<file path="src/rtl/pong_if.sv">
// pong_if: groups the tile-coordinate, button and game-status signals that run
// between the button/VGA side and the pong engine.
//
// Signals:
//   i_Row, i_Col          tile coordinates of the pixel being drawn
//   i_P1_Up/Down,
//   i_P2_Up/Down          debounced buttons, active high
//   i_Start               start/restart request (level; edge found inside engine)
//   o_Draw                registered draw flag for (i_Row, i_Col)
//   o_P1_Score/o_P2_Score current scores
//   o_State               0=IDLE 1=PLAY 2=SCORED 3=GAME_OVER
//   o_Game_Over           high while in GAME_OVER
//
// Handshake: there is no valid/ready pair on this bus. Every input is sampled
// on every rising clock edge and every output is a registered level that is
// valid in every cycle; a consumer may read any output at any time.
//
// Modports: master drives the inputs (VGA/button side or bench), slave is the
// engine.
interface pong_if #(
  parameter int COORD_WIDTH = 6,
  parameter int SCORE_WIDTH = 4
);
  logic [COORD_WIDTH-1:0] i_Row;
  logic [COORD_WIDTH-1:0] i_Col;
  logic                   i_P1_Up;
  logic                   i_P1_Down;
  logic                   i_P2_Up;
  logic                   i_P2_Down;
  logic                   i_Start;
  logic                   o_Draw;
  logic [SCORE_WIDTH-1:0] o_P1_Score;
  logic [SCORE_WIDTH-1:0] o_P2_Score;
  logic [1:0]             o_State;
  logic                   o_Game_Over;

  modport master (
    output i_Row, i_Col, i_P1_Up, i_P1_Down, i_P2_Up, i_P2_Down, i_Start,
    input  o_Draw, o_P1_Score, o_P2_Score, o_State, o_Game_Over
  );

  modport slave (
    input  i_Row, i_Col, i_P1_Up, i_P1_Down, i_P2_Up, i_P2_Down, i_Start,
    output o_Draw, o_P1_Score, o_P2_Score, o_State, o_Game_Over
  );
endinterface

</file>
<file path="src/rtl/pong_engine.sv">
// pong_engine: Pong game core. Moves two paddles and a ball on a tile grid,
// keeps per-player scores, and sequences serve / point / game-over.
//
// Ports:
//   i_Clk    system clock, rising edge
//   i_Rst_n  asynchronous active-low reset
//   bus      pong_if.slave: tile coordinates, buttons and start request in;
//            draw flag, scores, state and game-over flag out (all registered)
//
// The FSM state is visible on bus.o_State.
module pong_engine #(
  parameter int GAME_WIDTH    = 40,
  parameter int GAME_HEIGHT   = 30,
  parameter int COORD_WIDTH   = 6,
  parameter int PADDLE_HEIGHT = 6,
  parameter int BALL_SPEED    = 1250000,
  parameter int PADDLE_SPEED  = 1250000,
  parameter int POINT_HOLD    = 16,
  parameter int SCORE_WIDTH   = 4,
  parameter int SCORE_LIMIT   = 9
) (
  input logic   i_Clk,
  input logic   i_Rst_n,
  pong_if.slave bus
);

  localparam int CW  = COORD_WIDTH;
  localparam int SW  = SCORE_WIDTH;
  localparam int BCW = $clog2(BALL_SPEED + 1);
  localparam int PCW = $clog2(PADDLE_SPEED + 1);
  localparam int HCW = $clog2(POINT_HOLD + 1);

  localparam logic [CW-1:0] C_ZERO    = '0;
  localparam logic [CW-1:0] C_ONE     = CW'(1);
  localparam logic [CW-1:0] C_TWO     = CW'(2);
  localparam logic [CW-1:0] C_X_MID   = CW'(GAME_WIDTH / 2);
  localparam logic [CW-1:0] C_Y_MID   = CW'(GAME_HEIGHT / 2);
  localparam logic [CW-1:0] C_X_MAX   = CW'(GAME_WIDTH - 1);
  localparam logic [CW-1:0] C_X_RGT   = CW'(GAME_WIDTH - 2);
  localparam logic [CW-1:0] C_Y_MAX   = CW'(GAME_HEIGHT - 1);
  localparam logic [CW-1:0] C_Y_BOT   = CW'(GAME_HEIGHT - 2);
  localparam logic [CW-1:0] C_TOP_MAX = CW'(GAME_HEIGHT - PADDLE_HEIGHT);
  localparam logic [CW-1:0] C_TOP_RST = CW'((GAME_HEIGHT - PADDLE_HEIGHT) / 2);
  localparam logic [CW-1:0] C_PAD_EXT = CW'(PADDLE_HEIGHT - 1);

  localparam logic [SW-1:0]  C_LIMIT     = SW'(SCORE_LIMIT);
  localparam logic [SW-1:0]  C_SONE      = SW'(1);
  localparam logic [BCW-1:0] C_BALL_LAST = BCW'(BALL_SPEED - 1);
  localparam logic [BCW-1:0] C_BONE      = BCW'(1);
  localparam logic [PCW-1:0] C_PAD_LAST  = PCW'(PADDLE_SPEED - 1);
  localparam logic [PCW-1:0] C_PONE      = PCW'(1);
  localparam logic [HCW-1:0] C_HOLD_LAST = HCW'(POINT_HOLD - 1);
  localparam logic [HCW-1:0] C_HONE      = HCW'(1);

  typedef enum logic [1:0] {
    S_IDLE      = 2'd0,
    S_PLAY      = 2'd1,
    S_SCORED    = 2'd2,
    S_GAME_OVER = 2'd3
  } state_t;

  // Registers
  state_t          r_state;
  logic [CW-1:0]   r_ball_x, r_ball_y;
  logic            r_dx_neg, r_dy_neg;     // 1 = moving toward 0
  logic [CW-1:0]   r_p1_top, r_p2_top;
  logic [SW-1:0]   r_p1_score, r_p2_score;
  logic [BCW-1:0]  r_ball_cnt;
  logic [PCW-1:0]  r_pad_cnt;
  logic [HCW-1:0]  r_hold_cnt;
  logic            r_start_sync, r_start_d;
  logic            r_draw;
  logic            r_game_over;

  // Next-state wires
  state_t          w_next_state;
  logic [CW-1:0]   w_ball_x_nxt, w_ball_y_nxt;
  logic            w_dx_neg_nxt, w_dy_neg_nxt;
  logic [SW-1:0]   w_p1_score_nxt, w_p2_score_nxt;
  logic [BCW-1:0]  w_ball_cnt_nxt;
  logic [HCW-1:0]  w_hold_nxt;
  logic            w_ball_tick, w_pad_tick, w_start_edge;
  logic            w_ball_in_p1, w_ball_in_p2;
  logic            w_draw;

  function automatic logic f_in_span(input logic [CW-1:0] row,
                                     input logic [CW-1:0] top);
    f_in_span = (row >= top) && (row <= top + C_PAD_EXT);
  endfunction

  // Up only moves up, down only moves down; both or neither hold still.
  function automatic logic [CW-1:0] f_paddle_next(input logic [CW-1:0] top,
                                                  input logic up,
                                                  input logic down);
    f_paddle_next = top;
    if (up && !down && top != C_ZERO)
      f_paddle_next = top - C_ONE;
    else if (down && !up && top != C_TOP_MAX)
      f_paddle_next = top + C_ONE;
  endfunction

  assign w_ball_tick  = (r_ball_cnt == C_BALL_LAST);
  assign w_pad_tick   = (r_pad_cnt == C_PAD_LAST);
  // i_Start is registered once, so the edge shows up one cycle after the
  // first sample of 1 and the state moves at the end of that cycle.
  assign w_start_edge = r_start_sync & ~r_start_d;
  assign w_ball_in_p1 = f_in_span(r_ball_y, r_p1_top);
  assign w_ball_in_p2 = f_in_span(r_ball_y, r_p2_top);

  assign w_draw = ((bus.i_Col == C_ZERO)  && f_in_span(bus.i_Row, r_p1_top)) ||
                  ((bus.i_Col == C_X_MAX) && f_in_span(bus.i_Row, r_p2_top)) ||
                  ((bus.i_Col == r_ball_x) && (bus.i_Row == r_ball_y));

  // Next-state and datapath
  always_comb begin
    w_next_state   = r_state;
    w_ball_x_nxt   = r_ball_x;
    w_ball_y_nxt   = r_ball_y;
    w_dx_neg_nxt   = r_dx_neg;
    w_dy_neg_nxt   = r_dy_neg;
    w_p1_score_nxt = r_p1_score;
    w_p2_score_nxt = r_p2_score;
    w_hold_nxt     = r_hold_cnt;
    w_ball_cnt_nxt = '0;

    case (r_state)
      S_IDLE: begin
        w_ball_x_nxt = C_X_MID;
        w_ball_y_nxt = C_Y_MID;
        if (w_start_edge) w_next_state = S_PLAY;
      end

      S_PLAY: begin
        if (w_ball_tick) begin
          // Vertical bounce, independent of the horizontal rule below.
          if (r_ball_y == C_ZERO && r_dy_neg) begin
            w_dy_neg_nxt = 1'b0;
            w_ball_y_nxt = C_ONE;
          end else if (r_ball_y == C_Y_MAX && !r_dy_neg) begin
            w_dy_neg_nxt = 1'b1;
            w_ball_y_nxt = C_Y_BOT;
          end else begin
            w_ball_y_nxt = r_dy_neg ? r_ball_y - C_ONE : r_ball_y + C_ONE;
          end

          // Paddle hit test uses the ball's current row, before the move.
          if (r_ball_x == C_ONE && r_dx_neg) begin
            if (w_ball_in_p1) begin
              w_dx_neg_nxt = 1'b0;
              w_ball_x_nxt = C_TWO;
            end else begin
              w_ball_x_nxt = C_ZERO;
              if (r_p2_score < C_LIMIT) w_p2_score_nxt = r_p2_score + C_SONE;
              w_next_state = S_SCORED;
            end
          end else if (r_ball_x == C_X_RGT && !r_dx_neg) begin
            if (w_ball_in_p2) begin
              w_dx_neg_nxt = 1'b1;
              w_ball_x_nxt = C_X_RGT - C_ONE;
            end else begin
              w_ball_x_nxt = C_X_MAX;
              if (r_p1_score < C_LIMIT) w_p1_score_nxt = r_p1_score + C_SONE;
              w_next_state = S_SCORED;
            end
          end else begin
            w_ball_x_nxt = r_dx_neg ? r_ball_x - C_ONE : r_ball_x + C_ONE;
          end
        end
      end

      S_SCORED: begin
        if (w_ball_tick) begin
          if (r_hold_cnt == C_HOLD_LAST) begin
            if (r_p1_score == C_LIMIT || r_p2_score == C_LIMIT) begin
              w_next_state = S_GAME_OVER;
            end else begin
              // Serve toward the loser: a ball parked at x=0 means P1 lost.
              w_ball_x_nxt = C_X_MID;
              w_ball_y_nxt = C_Y_MID;
              w_dx_neg_nxt = (r_ball_x == C_ZERO);
              w_next_state = S_PLAY;
            end
          end else begin
            w_hold_nxt = r_hold_cnt + C_HONE;
          end
        end
      end

      S_GAME_OVER: begin
        if (w_start_edge) begin
          w_p1_score_nxt = '0;
          w_p2_score_nxt = '0;
          w_ball_x_nxt   = C_X_MID;
          w_ball_y_nxt   = C_Y_MID;
          w_dx_neg_nxt   = 1'b0;
          w_dy_neg_nxt   = 1'b0;
          w_next_state   = S_IDLE;
        end
      end

      default: w_next_state = S_IDLE;
    endcase

    // Ball timing restarts on every state entry so the first move after a
    // serve lands exactly BALL_SPEED cycles later.
    if (w_next_state != r_state) begin
      w_hold_nxt     = '0;
      w_ball_cnt_nxt = '0;
    end else if (!w_ball_tick) begin
      w_ball_cnt_nxt = r_ball_cnt + C_BONE;
    end
  end

  // State register
  always_ff @(posedge i_Clk or negedge i_Rst_n) begin
    if (!i_Rst_n) begin
      r_state     <= S_IDLE;
      r_game_over <= 1'b0;
    end else begin
      r_state     <= w_next_state;
      r_game_over <= (w_next_state == S_GAME_OVER);
    end
  end

  // Datapath registers
  always_ff @(posedge i_Clk or negedge i_Rst_n) begin
    if (!i_Rst_n) begin
      r_ball_x     <= C_X_MID;
      r_ball_y     <= C_Y_MID;
      r_dx_neg     <= 1'b0;
      r_dy_neg     <= 1'b0;
      r_p1_top     <= C_TOP_RST;
      r_p2_top     <= C_TOP_RST;
      r_p1_score   <= '0;
      r_p2_score   <= '0;
      r_ball_cnt   <= '0;
      r_pad_cnt    <= '0;
      r_hold_cnt   <= '0;
      r_start_sync <= 1'b0;
      r_start_d    <= 1'b0;
      r_draw       <= 1'b0;
    end else begin
      r_ball_x     <= w_ball_x_nxt;
      r_ball_y     <= w_ball_y_nxt;
      r_dx_neg     <= w_dx_neg_nxt;
      r_dy_neg     <= w_dy_neg_nxt;
      r_p1_score   <= w_p1_score_nxt;
      r_p2_score   <= w_p2_score_nxt;
      r_ball_cnt   <= w_ball_cnt_nxt;
      r_hold_cnt   <= w_hold_nxt;
      r_pad_cnt    <= w_pad_tick ? '0 : r_pad_cnt + C_PONE;
      r_start_sync <= bus.i_Start;
      r_start_d    <= r_start_sync;
      r_draw       <= w_draw;
      if (w_pad_tick && r_state != S_GAME_OVER) begin
        r_p1_top <= f_paddle_next(r_p1_top, bus.i_P1_Up, bus.i_P1_Down);
        r_p2_top <= f_paddle_next(r_p2_top, bus.i_P2_Up, bus.i_P2_Down);
      end
    end
  end

  assign bus.o_Draw      = r_draw;
  assign bus.o_P1_Score  = r_p1_score;
  assign bus.o_P2_Score  = r_p2_score;
  assign bus.o_State     = r_state;
  assign bus.o_Game_Over = r_game_over;

endmodule

</file>
<file path="src/flat_wrapper.sv">
// flat-port wrapper written by rule: the top's interface ports become plain ports
module pong_engine_flat 
#(
  parameter int GAME_WIDTH    = 40,
  parameter int GAME_HEIGHT   = 30,
  parameter int COORD_WIDTH   = 6,
  parameter int PADDLE_HEIGHT = 6,
  parameter int BALL_SPEED    = 1250000,
  parameter int PADDLE_SPEED  = 1250000,
  parameter int POINT_HOLD    = 16,
  parameter int SCORE_WIDTH   = 4,
  parameter int SCORE_LIMIT   = 9
)
  (i_Clk, i_Rst_n, bus_i_Row, bus_i_Col, bus_i_P1_Up, bus_i_P1_Down, bus_i_P2_Up, bus_i_P2_Down, bus_i_Start, bus_o_Draw, bus_o_P1_Score, bus_o_P2_Score, bus_o_State, bus_o_Game_Over);
  pong_if #(.COORD_WIDTH(COORD_WIDTH), .SCORE_WIDTH(SCORE_WIDTH)) bus_i ();
  input logic i_Clk;
  input logic i_Rst_n;
  input wire logic [$bits(bus_i.i_Row)-1:0] bus_i_Row;
  input wire logic [$bits(bus_i.i_Col)-1:0] bus_i_Col;
  input wire logic [$bits(bus_i.i_P1_Up)-1:0] bus_i_P1_Up;
  input wire logic [$bits(bus_i.i_P1_Down)-1:0] bus_i_P1_Down;
  input wire logic [$bits(bus_i.i_P2_Up)-1:0] bus_i_P2_Up;
  input wire logic [$bits(bus_i.i_P2_Down)-1:0] bus_i_P2_Down;
  input wire logic [$bits(bus_i.i_Start)-1:0] bus_i_Start;
  output wire logic [$bits(bus_i.o_Draw)-1:0] bus_o_Draw;
  output wire logic [$bits(bus_i.o_P1_Score)-1:0] bus_o_P1_Score;
  output wire logic [$bits(bus_i.o_P2_Score)-1:0] bus_o_P2_Score;
  output wire logic [$bits(bus_i.o_State)-1:0] bus_o_State;
  output wire logic [$bits(bus_i.o_Game_Over)-1:0] bus_o_Game_Over;
  assign bus_i.i_Row = bus_i_Row;
  assign bus_i.i_Col = bus_i_Col;
  assign bus_i.i_P1_Up = bus_i_P1_Up;
  assign bus_i.i_P1_Down = bus_i_P1_Down;
  assign bus_i.i_P2_Up = bus_i_P2_Up;
  assign bus_i.i_P2_Down = bus_i_P2_Down;
  assign bus_i.i_Start = bus_i_Start;
  assign bus_o_Draw = bus_i.o_Draw;
  assign bus_o_P1_Score = bus_i.o_P1_Score;
  assign bus_o_P2_Score = bus_i.o_P2_Score;
  assign bus_o_State = bus_i.o_State;
  assign bus_o_Game_Over = bus_i.o_Game_Over;
  pong_engine #(.GAME_WIDTH(GAME_WIDTH), .GAME_HEIGHT(GAME_HEIGHT), .COORD_WIDTH(COORD_WIDTH), .PADDLE_HEIGHT(PADDLE_HEIGHT), .BALL_SPEED(BALL_SPEED), .PADDLE_SPEED(PADDLE_SPEED), .POINT_HOLD(POINT_HOLD), .SCORE_WIDTH(SCORE_WIDTH), .SCORE_LIMIT(SCORE_LIMIT)) u_core (.i_Clk(i_Clk), .i_Rst_n(i_Rst_n), .bus(bus_i));
endmodule
</file>
<file path="config.mk">
export PLATFORM = sky130hd
export DESIGN_NAME = pong_engine_flat
export DESIGN_NICKNAME = d
export VERILOG_FILES = /design/src/rtl/pong_if.sv /design/src/rtl/pong_engine.sv /design/src/flat_wrapper.sv
export SDC_FILE = /design/constraint.sdc
export NUM_CORES = 1
export LEC_CHECK = 0
export BUFFER_PORTS_ARGS = -buffer_cell sky130_fd_sc_hd__buf_2
export CAP_MARGIN = 20
export CORE_ASPECT_RATIO = 2
export CORE_MARGIN = 5
export CORE_UTILIZATION = 58
export CTS_CLUSTER_DIAMETER = 120
export DETAILED_ROUTE_END_ITERATION = 8
export PLACE_DENSITY = 0.82
export RECOVER_POWER = 50
export SYNTH_ARGS = -nofsm -noshare
export SYNTH_HDL_FRONTEND = slang
export SYNTH_SLANG_ARGS = --single-unit
</file>
<file path="constraint.sdc">
create_clock -name i_Clk -period 7.85 [get_ports i_Clk]
set_input_delay 1.1775 -clock i_Clk [delete_from_list [all_inputs] [get_ports i_Clk]]
set_output_delay 1.1775 -clock i_Clk [all_outputs]
set_load 0.01 [all_outputs]
</file>
Yosys cells after proc, flatten, opt, wreduce, memory -nomap -nowiden
Index checks and enable logic that the tools add are counted.
{"block": "word_totals", "register_bits": 87, "in_bits": 19, "out_inout_bits": 12, "elab_cells": 196}
{"block": "classes", "n_addsub": 15, "magnitude_cmp": 10, "eq_ne": 36, "muxes": 68, "bitwise": 2, "n_reduce_logical": 49}
{"operator": "6-bit 2-to-1 mux", "count": 20}
{"operator": "21-bit 2-to-1 mux", "count": 3}
{"operator": "6-bit case mux with 4 select lines", "count": 2}
{"operator": "21-bit by 1-bit adder with 21-bit output (second input constant)", "count": 2}
{"operator": "21-bit equality test (second input constant)", "count": 2}
{"operator": "4-bit 2-to-1 mux", "count": 10}
{"operator": "6-bit by 1-bit adder with 6-bit output (second input constant)", "count": 4}
{"operator": "6-bit >= comparator", "count": 4}
{"operator": "6-bit <= comparator", "count": 4}
{"operator": "2-bit 2-to-1 mux", "count": 12}
{"operator": "6-bit by 1-bit subtractor with 6-bit output (second input constant)", "count": 4}
{"operator": "1-bit logical AND", "count": 20}
{"operator": "5-bit 2-to-1 mux", "count": 4}
{"operator": "6-bit zero test", "count": 3}
{"operator": "2-bit by 1-bit != test with 1-bit output (second input constant)", "count": 8}
{"operator": "4-bit case mux with 2 select lines", "count": 2}
{"operator": "6-bit by 3-bit adder with 6-bit output (second input constant)", "count": 2}
{"operator": "6-bit equality test", "count": 2}
{"operator": "6-bit equality test (second input constant)", "count": 2}
{"operator": "1-bit 2-to-1 mux", "count": 12}
{"operator": "2-bit != test (second input constant)", "count": 6}
{"operator": "6-bit by 5-bit != test with 1-bit output (second input constant)", "count": 2}
{"operator": "6-bit nonzero test", "count": 2}
{"operator": "2-bit nonzero test", "count": 5}
{"operator": "other kinds (28)", "count": 43}

Logic depth before layout (Yosys ltp)
Gate-level depths: netlist of the first run.
{"block": "logic_depth", "depth_word": 11, "ltp_mapped": 13, "ltp_nobuf": 13}

Worst setup path before layout of the first run
OpenSTA, ideal clock, no wires.
{"block": "synth_path", "kind": "in2reg", "start": "input port bus_i_P1_Up", "end": "register u_core.r_p1_top[5]", "setup_time_ns": 0.123, "arrival_ns": 3.098, "t_required_ns": 7.727, "slack_ns": 4.629, "cell_stages": 10, "n_path_buf": 0, "path_cell_list": "inv_1 > nor3_1 > ha_1 > a21o_1 > a21o_1 > a21o_1 > a21oi_1 > xor2_1 > nor2_1 > xnor2_1"}
{"block": "synth_via", "elab_chain_cells": 5, "word_cells_on_any_way": 8, "classes_between": "mux (1); reduce/logical (7)"}
{"element": "from (decl)", "line": "flat_wrapper.sv:20", "source": "input wire logic [$bits(bus_i.i_P1_Up)-1:0] bus_i_P1_Up;"}
{"element": "1-bit zero test", "line": "pong_engine.sv:98", "source": "else if (down && !up && top != C_TOP_MAX)"}
{"element": "1-bit logical AND (2 in series)", "line": "pong_engine.sv:98"}
{"element": "2-bit nonzero test (no line)"}
{"element": "2-bit AND reduction (no line)"}
{"element": "to (signal assigned)", "line": "pong_engine.sv:256", "source": "r_p1_top <= f_paddle_next(r_p1_top, bus.i_P1_Up, bus.i_P1_Down);"}
{"element": "to (decl)", "line": "pong_engine.sv:66", "source": "logic [CW-1:0] r_p1_top, r_p2_top;"}
Several ways; a longest one is shown, not always the timed one.
A chain may end at the register's enable or synchronous reset.

Worst setup path after layout of the first run
{"block": "layout_path", "start": "register u_core.r_p2_top[0]", "end": "register u_core.r_p2_top[5]"}
{"block": "layout_via", "elab_chain_cells": 4, "word_cells_on_any_way": 10, "classes_between": "add/sub (2); eq/ne (1); mux (2); reduce/logical (5)"}
{"element": "from (decl)", "line": "pong_engine.sv:66"}
{"element": "from (signal assigned)", "line": "pong_engine.sv:257", "source": "r_p2_top <= f_paddle_next(r_p2_top, bus.i_P2_Up, bus.i_P2_Down);"}
{"element": "parallel branches: the longest is 4 deep, another holds 6-bit by 1-bit adder with 6-bit output"}
Several ways; the timed one is not identified. The select of a mux whose other input is x is not followed.

==> flow_summary.toml, run 1 <==
[run]
cap_violations = 0

[power_and_ir_drop]
peakVddDrop_mv = 0.124
power_density_nw_per_um2 = 166
leakagePower_nw = 3.26

[layout]
multi_input_area_um2 = 4080
finish.instance_area_um2 = 7080
seqCellArea_um2 = 2190
drive_gt1_frac = 0.134
finalNetCount = 823
n_antenna_cell = 0
fillers = 900
area_delta_synth_final_pct = 9.31

[outcome]
status = "finished clean"

[floorplan]
die_area_um2 = 13500
num_rows = 54
start_util = 0.592
ioPinCount = 31
die_w_um = 84.7
core_um2 = 10900
die_h_um = 159

[drt]
wl_met2_um = 8530
drc = 0
vias_per_cell = 6.01
drt_pass1_iterations = 4
wl_per_cell_um = 17.6
first_iter_violations = 299
drt-met1-wl_um = 5610
ant_nets = 0
num_vias = 5243
dr_wl_met3_um = 532
drt_wl_total_um = 15400
top_layer = "met4"

[global_routing]
grt_pass1_wl_um = 26300
overflow = 0
grt_antenna_before_repair = 0
grtUsageTotal = 0.237
grt_max_degree = 82
grt_pass1_vias = 5691

[clock_tree]
cts_tree = "yes"
insertion_delay_ns = 0.34
htreeDepth = 3
clock_path_buffers = 2
cts-root-buf = "clkbuf_16"
clkSinkCount = 87
clk_pin_slew_worst_paths_ns = 0.06
postCtsSetupRepairBufs = 0
hold_buffers = 0
cts_made_buffers = 9
ctsResizeCount = 0

[logic_synthesis]
synth_edf_count = 0
syn_nets = 791
synth_cells = 695
synth_ff_type = "dfrtp_1"
syn-cell-area_um2 = 6480
yosysWarnings = 0
ys_types = 80
yosysSeqAreaShare = 0.338
async_flop_share = 1.00
syn_area_per_cell_um2 = 9.32
ys_seq_elements = 87

[sta]
period_share = 0.434
setup_violations = 0
hold_viol = 0
fmax_mhz = 293
slew_violations = 0
tightestPinTransition_ns = 0.959
fin_crit_ns = 3.41
skew_ns = 0.00740
rsz0062_at_grt = "no"
fin_hold_ws_ns = 0.415
tns_ns = 0
maxSlewHeadroom = 0.355

[worst_setup_path]
crit_arrival_ns = 3.63
critPathKind = "register to register"
crit_start = "u_core.r_p2_top[0]"
rrSetupSlack_ns = 4.44
slowest_delay_ns = 0.68
slowest_stage = "nor3b_1"
cp-end-kind = "register"
critPathLaunchType = "register"
cp.required_ns = 8.08
cp_max_fo = 7
cp_cell_sequence = "inv_1 -> ha_1 -> nand3_1 -> nor3_1 -> nor3b_1 -> ha_1 -> a21o_1 -> a21o_1 -> a21o_1 -> a21oi_1 -> xor2_1 -> nor2_1 -> xnor2_1"
crit_top_cell = "a21o_1"
worstReg2RegStart = "u_core.r_p2_top[0]"

[min_path]
hold_start = "u_core.r_start_sync"
hold_path_class = "register to register"

[placement]
placed_cell_area_um2 = 6750
routabilityCongestion = 0.929
hpwlAfterDp_um = 11800
port_buffers = 30
## worst max-delay path, delay by kind of cell (launching register included)
kind                       cells  cell delay (ns)
xor gates and xnor gates       2             0.34
buffers and inverters          1             0.19
DFF                            1             0.51
AOI/OAI and AO/OA              4             0.69
adders and majority gates      2             0.61
and+or+nand+nor                4             0.95
## where the power goes
part           internal [mW]  switching [mW]  leakage (nW)  total, mW
logic                 0.0956           0.113          2.00      0.209
clock network          0.257           0.184         0.145      0.441
registers              0.477          0.0489          1.12      0.526
total                  0.829           0.346          3.26       1.18
## metal layers
metal	vias to the layer above	global-route usage
met4	0	0.130
li1	2524	-
met3	51	0.0368
met5	-	0
met1	2540	0.249
met2	128	0.436
## synthesized netlist by cell type, types with 5 or more instances
| master | n | area share |
|---|---|---|
| xnor2_1 | 39 | 0.053 |
| dfrtp_1 | 77 | 0.30 |
| a31oi_1 | 5 | 0.0048 |
| o21ai_0 | 32 | 0.025 |
| nor2_2 | 10 | 0.0097 |
| nand4_1 | 21 | 0.020 |
| nand2b_1 | 5 | 0.0048 |
| inv_1 | 37 | 0.021 |
| a21o_1 | 14 | 0.016 |
| nor2_1 | 68 | 0.039 |
| o21a_1 | 5 | 0.0058 |
| nor3_1 | 11 | 0.0085 |
| xor2_1 | 35 | 0.047 |
| and3_1 | 9 | 0.0087 |
| nor2b_1 | 14 | 0.014 |
| nor4_1 | 8 | 0.0077 |
| or3_1 | 5 | 0.0048 |
| a21oi_1 | 29 | 0.022 |
| nand3_1 | 33 | 0.025 |
| nand2_1 | 49 | 0.028 |
| ha_1 | 74 | 0.14 |
| dfstp_2 | 10 | 0.041 |
## flip-flops by register name, indices dropped and copies added (netlist names)
| register | cells |
|---|---|
| u_core.bus.o_Draw | 1 |
| u_core.bus.o_Game_Over | 1 |
| u_core.r_start_sync | 1 |
| u_core.r_p1_top | 6 |
| u_core.bus.o_P2_Score | 4 |
| u_core.r_pad_cnt | 21 |
| u_core.bus.o_State | 2 |
| u_core.r_ball_y | 6 |
| u_core.r_dx_neg | 1 |
| u_core.r_start_d | 1 |
| u_core.r_ball_x | 6 |
| u_core.r_p2_top | 6 |
| u_core.r_dy_neg | 1 |
| u_core.r_hold_cnt | 5 |
| u_core.r_ball_cnt | 21 |
| u_core.bus.o_P1_Score | 4 |
## metrics by stage
step | cells | power, mW | utilization | setup slack (ns)
after floorplan | 695 | 0.672 | - | 4.63
after global placement | 855 | 0.722 | 0.617 | 4.41
after detailed placement | 855 | 0.738 | 0.617 | 4.25
after CTS | 871 | 1.18 | 0.645 | 4.43
after global routing | 872 | 1.23 | 0.647 | 4.15
final | 872 | 1.18 | 0.647 | 4.44
## cell type report
type	count	share of cell area
multi-input cells	558	0.576
flip-flops and latches	87	0.309
clock buffers	10	0.0338
repair buffers	33	0.0265
well taps	140	0.0247
inverters	38	0.0201
clock inverters	6	0.00954
## cells by family after synthesis
kind of cell,share of synthesized area
AO/OA/AOI/OAI,0.143
XOR/XNOR,0.107
adder cells (fa/ha/maj),0.154
buffers and inverters,0.0323
flip-flops,0.338
multiplexers,0.00985
AND/OR/NAND/NOR,0.217
## path summary, 6_finish.rpt
check,endpoint,depth (start not counted)
max,u_core.r_p2_top[5],13
min,u_core.r_start_d,0
max reg2reg,u_core.r_p2_top[5],13
min reg2reg,u_core.r_start_d,0
max in group asynchronous,u_core.r_p1_top[2],3
min in group asynchronous,u_core.r_p2_top[5],1
## cell usage in the layout, fill, tap and decap left out, drive strengths merged, types with 5 or more instances in the layout
cell type	n
nor2	79
a21oi	31
nor2b	14
or3	7
nand2	49
a21o	14
ha	74
nor3	12
o21ai	36
o21a	5
o211ai	5
a31oi	5
nand4	21
dfstp	10
nor4	10
nand2b	5
xor2	35
nand3	34
inv	39
dfrtp	77
and3	10
buf	31
clkbuf	12
xnor2	41
No activity file was read; power rests on OpenSTA's default activity.
==> run 2, diff against run 1 <==
--- a/config.mk
+++ b/config.mk
@@ -5,6 +5,7 @@
 export SDC_FILE = /design/constraint.sdc
 export NUM_CORES = 1
 export LEC_CHECK = 0
+export ABC_AREA = 1
 export BUFFER_PORTS_ARGS = -buffer_cell sky130_fd_sc_hd__buf_2
 export CAP_MARGIN = 20
 export CORE_ASPECT_RATIO = 2
==> constraint.sdc (replaced) <==
create_clock -name i_Clk -period 3.4 [get_ports i_Clk]
set_input_delay 0.51 -clock i_Clk [delete_from_list [all_inputs] [get_ports i_Clk]]
set_output_delay 0.51 -clock i_Clk [all_outputs]
set_load 0.01 [all_outputs]
==> run 2 against run 1 <==
Against the previous run:
- the run now ends with capacitance limit, slew limit left
- synthesized area grew 3.1%
- global-route usage grew 0.59 points
- wire length grew 4.8%
- critical path type unchanged
==> flow_summary.toml, run 2 <==
[outcome]
status = "complete, but fails checks"
violations = "capacitance limit, slew limit"

[sta]
skew_ns = 0.00916
hold_viol = 0
setup_violations = 0
fin_crit_ns = 3.04
slew_violations = 51
tns_ns = 0
period_share = 0.893
fmax_mhz = 329
maxSlewHeadroom = -0.842
tightestPinTransition_ns = 2.76
rsz0062_at_grt = "no"

[power_and_ir_drop]
leakagePower_nw = 3.58
swShare = 0.329
comb_power_share = 0.255
peakVddDrop_mv = 0.400
p_sw_mw = 1.06
p_seq_frac = 0.406
clkPwrFrac = 0.338
power_density_nw_per_um2 = 438
intPower_mw = 2.15

[clock_tree]
insertion_delay_ns = 0.35
postCtsSetupRepairBufs = 0
cts_tree = "yes"
clock_path_buffers = 2
cts-root-buf = "clkbuf_16"
clkSinkCount = 87
clk_pin_slew_worst_paths_ns = 0.06
htreeDepth = 3
cts_made_buffers = 9
hold_buffers = 0
ctsResizeCount = 0

[global_routing]
grtUsageTotal = 0.242
grt_pass1_wl_um = 27100
grt_max_degree = 51
grt_antenna_before_repair = 0
grt_pass1_vias = 6060
overflow = 0

[worst_setup_path]
critPathLaunchType = "register"
cp_max_fo = 26
critPathKind = "register to register"
cp-end-kind = "register"
crit_arrival_ns = 3.26
cp.required_ns = 3.62

[layout]
area_delta_synth_final_pct = 9.49
fillers = 1011
seqCellArea_um2 = 2190
multi_input_area_um2 = 3970
n_antenna_cell = 0
layout_common_cells = "nand2_1, inv_1, dfrtp_1"
final_common_cell = "nand2_1"
finalNetCount = 980
drive_gt1_frac = 0.115
top_regs = "u_core.r_ball_cnt: 21 flops, u_core.r_pad_cnt: 21 flops"
finish.instance_area_um2 = 7320

[floorplan]
num_rows = 55
die_area_um2 = 13900
ioPinCount = 31
die_h_um = 162
core_um2 = 11300
start_util = 0.592
die_w_um = 85.9

[logic_synthesis]
synth_top_area_share = 0.288
synth_edf_count = 0
synth.most_common_cell = "nand2_1"
async_flop_share = 1.00
synth_ff_type = "dfrtp_1"
syn_area_per_cell_um2 = 7.89
synth_cells = 847
syn-cell-area_um2 = 6680
yosysSeqAreaShare = 0.328
syn_nets = 943
ys_types = 47
yosysWarnings = 0
ys_seq_elements = 87
synth_top_area_cell = "dfrtp_1"
yosys-top-cells-count = "nand2_1, inv_1, dfrtp_1"
synth_top_cells_by_area = "dfrtp_1, ha_1, nand2_1"

[placement]
port_buffers = 30
placed_cell_area_um2 = 6990
hpwlAfterDp_um = 12400
routabilityCongestion = 0.932

[min_path]
hold_path_class = "primary input to register"

[drt]
first_iter_violations = 369
drt_wl_total_um = 16100
ant_nets = 0
drt_pass1_iterations = 4
wl_per_cell_um = 15.6
vias_per_cell = 5.76
num_vias = 5937
drc = 0

[run]
cap_violations = 1
==> run 2: cell count changes after synthesis, moves of 10 or more <==
cell | before | now
a21oi_1 | 29 | 39
a21o_1 | 14 | 1
nor2_2 | 10 | 21
nand3_1 | 33 | 55
nand2_1 | 49 | 136
o21ai_0 | 32 | 49
xnor2_1 | 39 | 22
nor2b_1 | 14 | 0
inv_1 | 37 | 125
==> run 2: routing by layer <==
metal | global-route usage | vias to the layer above | part of all wire
met5 | 0 | - | 0
met4 | 0.143 | 0 | 0.055
met3 | 0.0406 | 67 | 0.034
met2 | 0.462 | 144 | 0.56
met1 | 0.234 | 2830 | 0.35
li1 | - | 2896 | -
==> run 2: final cells by class <==
class,count,area share
multi-input combinational,624,0.543
sequential,87,0.299
inverter,128,0.0657
clock buffer,11,0.0332
tap,142,0.0243
timing repair buffer,34,0.0234
clock inverter,5,0.0111
==> run 2: cell families after synthesis <==
| family | after synthesis | synth area share |
|---|---|---|
| multiplexers | 1 | 0.00150 |
| buffers and inverters | 136 | 0.0790 |
| AO/OA/AOI/OAI | 128 | 0.111 |
| XOR/XNOR | 57 | 0.0747 |
| AND/OR/NAND/NOR | 361 | 0.258 |
| adder cells (fa/ha/maj) | 77 | 0.148 |
| flip-flops | 87 | 0.328 |
==> run 2: worst paths after layout <==
check                                     from                   end  slack [ns]  cells past startpoint
setup reg to reg            u_core.r_p1_top[0]  u_core.r_hold_cnt[0]        0.36                     15
hold / removal                     bus_i_Start   u_core.r_start_sync        0.28                      1
setup / recovery            u_core.r_p1_top[0]  u_core.r_hold_cnt[0]        0.36                     15
min in group asynchronous              i_Rst_n    u_core.r_p2_top[1]        1.04                      1
max in group asynchronous              i_Rst_n  u_core.r_ball_cnt[8]        0.66                      2
hold reg to reg            u_core.r_start_sync      u_core.r_start_d        0.39                      0
==> run 2: through the flow <==
step | utilization | cells | hold slack [ns] | worst slack [ns] | power [mW]
6_report | 0.648 | 1031 | 0.279 | 0.363 | 3.21
5_1_grt | 0.648 | 1031 | 0.280 | 0.0537 | 3.39
4_1_cts | 0.648 | 1031 | 0.215 | 0.308 | 3.23
3_5_place_dp | 0.620 | 1015 | 0.373 | 0.368 | 2.13
3_3_place_gp | 0.620 | 1015 | 0.363 | 0.536 | 2.10
2_1_floorplan | - | 847 | 0.214 | 0.819 | 1.91
==> run 2: power by group through the flow <==
| stage | sequential, mW | clock [mW] | combinational, mW |
|---|---|---|---|
| after floorplan | 1.26 | 0 | 0.647 |
| after global placement | 1.31 | 0 | 0.784 |
| after detailed placement | 1.32 | 0 | 0.810 |
| after CTS | 1.30 | 1.11 | 0.820 |
| after global routing | 1.31 | 1.14 | 0.930 |
| final | 1.30 | 1.08 | 0.819 |
==> run 2: critical path: stages, from the launching register on <==
cell	delay (ns)
dfrtp_1	0.46
inv_1	0.16
o21ai_0	0.32
nand3_1	0.13
xor2_1	0.19
ha_1	0.33
nand4_1	0.12
nand3b_1	0.18
nand2_1	0.11
nand3_1	0.08
nand2_1	0.14
nand2_1	0.07
nand2_1	0.09
nand3_1	0.18
nand2_8	0.27
nor2_1	0.08
